**src/rtl/dispatch_queue_pkg.sv**
```systemverilog
// Shared dispatch definitions: packet layouts, machine widths and the default
// queue geometry used by the decode-to-RS dispatch stage.
package dispatch_queue_pkg;

    localparam int DP_WIDTH       = 3;
    localparam int DP_QUEUE_DEPTH = 8;
    localparam int RSLEN          = 16;
    localparam int ROBLEN         = 32;

    typedef struct packed {
        logic        valid;
        logic [31:0] pc;
        logic [31:0] inst;
    } DP_IS_PACKET;

    typedef struct packed {
        logic [$clog2(RSLEN+1)-1:0] free_cnt;
    } RS_DP_PACKET;

endpackage

```
**src/rtl/dispatch_queue_lane_count.sv**
```systemverilog
// dp_lane_count: number of contiguous set bits starting at bit 0; a set bit
// above the first clear bit does not count.
module dp_lane_count #(
    parameter int WIDTH = 3
) (
    input  logic [WIDTH-1:0]           valid,
    output logic [$clog2(WIDTH+1)-1:0] count
);

    localparam int CNT_W = $clog2(WIDTH+1);

    logic run;

    always_comb begin
        count = '0;
        run   = 1'b1;
        for (int k = 0; k < WIDTH; k++) begin
            run = run & valid[k];
            if (run) count = count + CNT_W'(1);
        end
    end

endmodule

```
**src/rtl/dispatch_queue.sv**
```systemverilog
// Circular dispatch buffer between decode and the reservation station.
// Define DP_BYPASS_EN to let lanes arriving at an empty queue dispatch in the same cycle.
module dispatch_queue
    import dispatch_queue_pkg::*;
#(
    parameter int WIDTH = DP_WIDTH,
    parameter int DEPTH = DP_QUEUE_DEPTH
) (
    input  logic                          clock,
    input  logic                          reset,
    input  logic                          squash_flag,
    input  logic [WIDTH-1:0]              if_valid,
    input  DP_IS_PACKET [WIDTH-1:0]       if_packet,
    output logic                          if_ready,
    input  logic [$clog2(RSLEN+1)-1:0]    rs_free_cnt,
    input  logic [$clog2(ROBLEN+1)-1:0]   rob_free_cnt,
    output DP_IS_PACKET [WIDTH-1:0]       dp_packet_out,
    output logic [$clog2(WIDTH+1)-1:0]    dp_count,
    output logic                          dp_stall
);

    localparam int PTR_W = $clog2(DEPTH);
    localparam int OCC_W = $clog2(DEPTH+1);
    localparam int CNT_W = $clog2(WIDTH+1);

    DP_IS_PACKET       entries [DEPTH];
    logic [PTR_W-1:0]  head, tail;
    logic [OCC_W-1:0]  occ, occ_next;
    logic [CNT_W-1:0]  n_in, skip, enq_n, deq;
    logic [31:0]       avail;
    logic              enq, byp;

    function automatic logic [31:0] min2(input logic [31:0] a, input logic [31:0] b);
        return (a < b) ? a : b;
    endfunction

    dp_lane_count #(.WIDTH(WIDTH)) u_lane_count (
        .valid (if_valid),
        .count (n_in)
    );

    always_comb begin
        enq = if_ready && (n_in != '0) && !squash_flag;
`ifdef DP_BYPASS_EN
        byp = enq && (occ == '0);
`else
        byp = 1'b0;
`endif
        avail = 32'(occ) + (byp ? 32'(n_in) : 32'd0);

        dp_count = '0;
        if (!squash_flag)
            dp_count = CNT_W'(min2(min2(avail, 32'(WIDTH)),
                                   min2(32'(rs_free_cnt), 32'(rob_free_cnt))));

        // Bypassed lanes leave straight from decode; the rest of the group is queued.
        skip     = byp ? dp_count : '0;
        deq      = byp ? '0 : dp_count;
        enq_n    = enq ? (n_in - skip) : '0;
        occ_next = occ + OCC_W'(enq_n) - OCC_W'(deq);

        for (int k = 0; k < WIDTH; k++) begin
            dp_packet_out[k] = entries[head + PTR_W'(k)];
            if (byp) dp_packet_out[k] = if_packet[k];
            dp_packet_out[k].valid = (k < int'(dp_count));
        end

        dp_stall = (occ != '0) && (dp_count == '0);
    end

    always_ff @(posedge clock or negedge reset) begin
        if (!reset) begin
            head     <= '0;
            tail     <= '0;
            occ      <= '0;
            if_ready <= 1'b1;
        end else if (squash_flag) begin
            head     <= '0;
            tail     <= '0;
            occ      <= '0;
            if_ready <= 1'b1;
        end else begin
            head     <= head + PTR_W'(deq);
            tail     <= tail + PTR_W'(enq_n);
            occ      <= occ_next;
            if_ready <= (DEPTH - int'(occ_next)) >= WIDTH;
        end
    end

    // Entry storage carries data only, so it is left out of reset.
    always_ff @(posedge clock) begin
        for (int k = 0; k < WIDTH; k++) begin
            if (enq && (k >= int'(skip)) && (k < int'(n_in)))
                entries[tail + PTR_W'(k - int'(skip))] <= if_packet[k];
        end
    end

endmodule

```
**config.mk**
```make
export PLATFORM = sky130hd
export DESIGN_NAME = dispatch_queue
export DESIGN_NICKNAME = d
export VERILOG_FILES = /design/src/rtl/dispatch_queue_pkg.sv /design/src/rtl/dispatch_queue_lane_count.sv /design/src/rtl/dispatch_queue.sv
export SDC_FILE = /design/constraint.sdc
export NUM_CORES = 2
export LEC_CHECK = 0
export CAP_MARGIN = 20
export CORE_AREA = 2 2 256 258
export CTS_BUF_LIST = sky130_fd_sc_hd__clkbuf_4 sky130_fd_sc_hd__clkbuf_8
export DETAILED_ROUTE_END_ITERATION = 12
export DIE_AREA = 0 0 258 260
export MAX_ROUTING_LAYER = met4
export PLACE_DENSITY_LB_ADDON = 0.12
export SYNTH_ARGS = -nofsm -noshare
export SYNTH_HDL_FRONTEND = slang
export SYNTH_SLANG_ARGS = --single-unit
```
**constraint.sdc**
```tcl
create_clock -name clock -period 8 [get_ports clock]
set_clock_uncertainty 0.1 [all_clocks]
set_input_delay 0.8 -clock clock [delete_from_list [all_inputs] [get_ports clock]]
set_output_delay 0.8 -clock clock [all_outputs]
set_load 0.005 [all_outputs]
```
==> results.txt <==
The fraction of power spent switching nets came out at 33.12%. The area added between synthesis and finish is 14.05%. The wire-length estimate of the detail-placed layout is 70470 um. The run finished with clean final reports. In this run, the clock network consumes 21.5% of the power. Counting every sink on the clock net gives 523.

For the worst setup path, the data required time is 8.53 ns. The routed layout has 28931 vias. The setup path with the least slack is of type input pin to register.

The maximum clock frequency is 161.8 MHz. In this run the cell area measured after placement is 41590 sq um. In this run the static leakage power is 14.04 nW. The net count after synthesis came out at 3499. STA classifies the critical path endpoint as a register. The number of enable-type register cells in the synthesized netlist came out at 512. The initial antenna violation count came out at 28. The number of buffers created by CTS is 95.

The initial utilization of the core area, before any placement, comes to 59.51%. The placeable core region came out at 64120 sq um. In this run the biggest area consumer among cell types represents 40.29% of the synthesized area.

The final net count came out at 3588. The worst slew margin relative to its limit is 22.80%. The leading area contributor after synthesis is sky130_fd_sc_hd__edfxtp_1.

Global routing used 36.96% of the available tracks. The first routing iteration left 3341 violations. Once detail routing completed, the nets flagged for antenna violations numbered 0. The via count of the first global-routing pass came out at 29494.

The vertical extent of the die is 260 um. The detailed-route DRC error count is 0. Entering global routing, the biggest net connects 152 pins. The average wire per standard cell came out at 28.29 um. For this run, the slowest stage of the critical path takes 0.58 ns. The post-CTS resize count came out at 0. The weighted congestion at the end of routability-driven global placement came out at 0.9153. Wires add up to 121800 um. The number of setup buffers added after CTS came out at 0. The die outline width is 258 um.

On the critical path, the stage with the largest delay is an instance of sky130_fd_sc_hd__a211oi_1. Sequential cells were found to cover 41.02% of the synthesized design area. Data arrives at the worst endpoint at 6.71 ns. The final max-slew violation count came out at 0. The type of element launching the critical path is an input pin. Setup repair after global routing left no endpoint under its margin.

In the synthesized netlist the dominant register cell turns out to be sky130_fd_sc_hd__edfxtp_1. Counting distinct cell types in the post-synthesis netlist gives 56. After detailed routing, the number of vias per cell comes to 6.720. The number of buffers on the longest clock path is 3. The portion of total power attributed to sequential cells is 27.4%. For this run, the detailed router's first-pass iteration total came to 6.

Max-cap violations in this run came to 0. The final count of negative-setup-slack endpoints came out at 0. The slew at the pin closest to its max-slew limit came out at 1.158 ns.

The most frequent cell on the critical path is sky130_fd_sc_hd__ha_1. The number of endpoints with negative hold slack in the final report came to 0. The number of register bits inferred by synthesis is 523. The internal power summed over all cells came out at 7.980 mW. The number of input and output port buffers inserted came out at 407. After clock tree synthesis, the flow added hold-fix buffers numbering 0. The average instance area after synthesis came out at 11.69 sq um. The analysis attributes to net switching a power of 3.951 mW. The first-pass GRT wire length came out at 179300 um.

In the post-synthesis netlist, the biggest area contributors are sky130_fd_sc_hd__edfxtp_1 40%, sky130_fd_sc_hd__mux4_2 15%, sky130_fd_sc_hd__mux2i_1 13%. The final non-filler cell area came out at 43520 sq um. The utilization of the core after routing is 67.88%. The yosys synthesis warning count is 0. The share of total power in combinational logic came out at 51.1%.

411 I/O pins were placed. The floorplan step defined a die boundary enclosing 67080 sq um. The maximum level of the CTS H-tree is 3. The final critical-path required period came out at 6.179 ns. The TritonCTS clock tree is done. The area of the mapped netlist came out at 38160 sq um. The largest driver fanout on the critical path came out at 9. VDD sags by at most 319.7 uV. The post-synthesis instance total is 3264. The fraction of layout instances using a drive strength above 1 is 23.52%.

The placed instance count came out at 4111. The floorplan row count is 93. The post-route clock period utilization is 77.24%. The total overflow reported by the global router is 0.

The sum of negative setup slack came out at 0 ns. The class of the most critical hold timing path is input pin to async pin. The clock tree root driver cell is sky130_fd_sc_hd__clkbuf_8. The total chip power came out at 11.93 mW.

The clock transition time at the flip-flop clock pins of the worst setup and hold paths is 0.06 ns. Power spread over the standard cell area amounts to 274.1 nW/um^2. The final standard cell count with taps included and fillers excluded came out at 4305. The clock reaches the later pin of the worst-skew pair after 0.70 ns. After synthesis, the share of flip-flops with an asynchronous set or reset is 2.103%.
-- final cells by class --
type | instances | area (sq um)
tap | 855 | 1070
multi-input combinational | 2264 | 20330
fill | 4662 | 20590
timing repair buffer | 451 | 4467
inverter | 18 | 67.56
antenna | 28 | 70.07
clock inverter | 31 | 193.9
clock buffer | 135 | 1664
sequential | 523 | 15660
-- cell usage after synthesis, types with 3 or more instances --
cell,count
sky130_fd_sc_hd__a21oi_1,202
sky130_fd_sc_hd__nand2_1,327
sky130_fd_sc_hd__o21ai_0,169
sky130_fd_sc_hd__buf_4,35
sky130_fd_sc_hd__xnor2_1,4
sky130_fd_sc_hd__buf_6,41
sky130_fd_sc_hd__mux2_2,322
sky130_fd_sc_hd__and3_1,9
sky130_fd_sc_hd__ha_1,19
sky130_fd_sc_hd__xor2_1,3
sky130_fd_sc_hd__clkbuf_2,30
sky130_fd_sc_hd__buf_1,17
sky130_fd_sc_hd__nand2b_1,4
sky130_fd_sc_hd__nor3_1,7
sky130_fd_sc_hd__nor2b_1,7
sky130_fd_sc_hd__nor2_1,210
sky130_fd_sc_hd__o31ai_1,3
sky130_fd_sc_hd__nor3_2,3
sky130_fd_sc_hd__fa_1,4
sky130_fd_sc_hd__inv_1,18
sky130_fd_sc_hd__nand3_1,11
sky130_fd_sc_hd__clkbuf_1,252
sky130_fd_sc_hd__o21ai_1,157
sky130_fd_sc_hd__mux2i_1,512
sky130_fd_sc_hd__dfrtp_1,10
sky130_fd_sc_hd__edfxtp_1,512
sky130_fd_sc_hd__buf_2,83
sky130_fd_sc_hd__mux4_2,256
sky130_fd_sc_hd__a21o_1,3
-- placed cells by master, fill, tap and decap left out, types with 28 or more instances in the layout --
cell / synthesis / routed
sky130_fd_sc_hd__buf_4: 35 / 39
sky130_fd_sc_hd__a21oi_1: 202 / 202
sky130_fd_sc_hd__o21ai_1: 157 / 157
sky130_fd_sc_hd__mux2_2: 322 / 322
sky130_fd_sc_hd__nand2_1: 327 / 324
sky130_fd_sc_hd__mux2i_1: 512 / 512
sky130_fd_sc_hd__clkdlybuf4s50_1: 0 / 407
sky130_fd_sc_hd__clkbuf_4: 1 / 31
sky130_fd_sc_hd__clkbuf_8: 0 / 104
sky130_fd_sc_hd__edfxtp_1: 512 / 512
sky130_fd_sc_hd__o21ai_0: 169 / 168
sky130_fd_sc_hd__mux4_2: 256 / 256
sky130_fd_sc_hd__diode_2: 0 / 28
sky130_fd_sc_hd__nor2_1: 210 / 208
-- power groups by stage --
| stage | Combinational, mW | Sequential, mW | Clock [mW] |
|---|---|---|---|
| floorplan | 3.65 | 3.25 | 0 |
| global placement | 5.92 | 3.31 | 0 |
| detailed placement | 6.04 | 3.32 | 0 |
| CTS | 6.07 | 3.27 | 2.57 |
| global route | 6.40 | 3.28 | 2.69 |
| finish | 6.10 | 3.27 | 2.56 |
-- final timing paths --
| check | start | end | slack [ns] | cells past startpoint |
|---|---|---|---|---|
| worst max-delay path | rob_free_cnt[4] | if_ready | 1.82 | 25 |
| worst min-delay path | reset | tail[2] | 0.33 | 1 |
| worst max register to register | occ[2] | if_ready | 2.65 | 21 |
| worst min register to register | occ[3] | occ[3] | 0.79 | 4 |
| max in group asynchronous | reset | head[2] | 7.08 | 1 |
| min in group clock | occ[3] | occ[3] | 0.79 | 4 |
-- critical path: cells and delay by family --
kind                       cells  cell delay (ns)
AOI/OAI and AO/OA              8             2.09
adders and majority gates      6             1.92
buffers and inverters          4             0.76
muxes                          2             0.61
and+or+nand+nor                5             0.49
-- metrics by stage --
stage	hold WS [ns]	setup WS [ns]
CTS	0.3107	1.948
global route	0.3594	1.432
finish	0.3337	1.821
detailed placement	0.7663	1.228
global placement	0.7338	1.574
floorplan	0.4044	1.335
-- metal layers --
layer | track usage (%) | wire, um
met1 | 44.76 | 43470
met2 | 58.76 | 58610
met3 | 7.622 | 13900
met4 | 19.40 | 5788
met5 | - | 0
-- state kept, by name (all words and copies together), names as in the netlist --
signal and cells:
tail 3, occ 4, entries 512, if_ready 1
head 3
-- kinds of logic after synthesis --
family	Yosys count	synth area share, %
flip-flops	523	41.02
adder cells (fa/ha/maj)	23	0.8329
AND/OR/NAND/NOR	596	6.338
XOR/XNOR	7	0.1607
buffers and inverters	477	6.224
multiplexers	1090	38.04
AO/OA/AOI/OAI	548	7.384
Power figures use the tool's default switching activity.
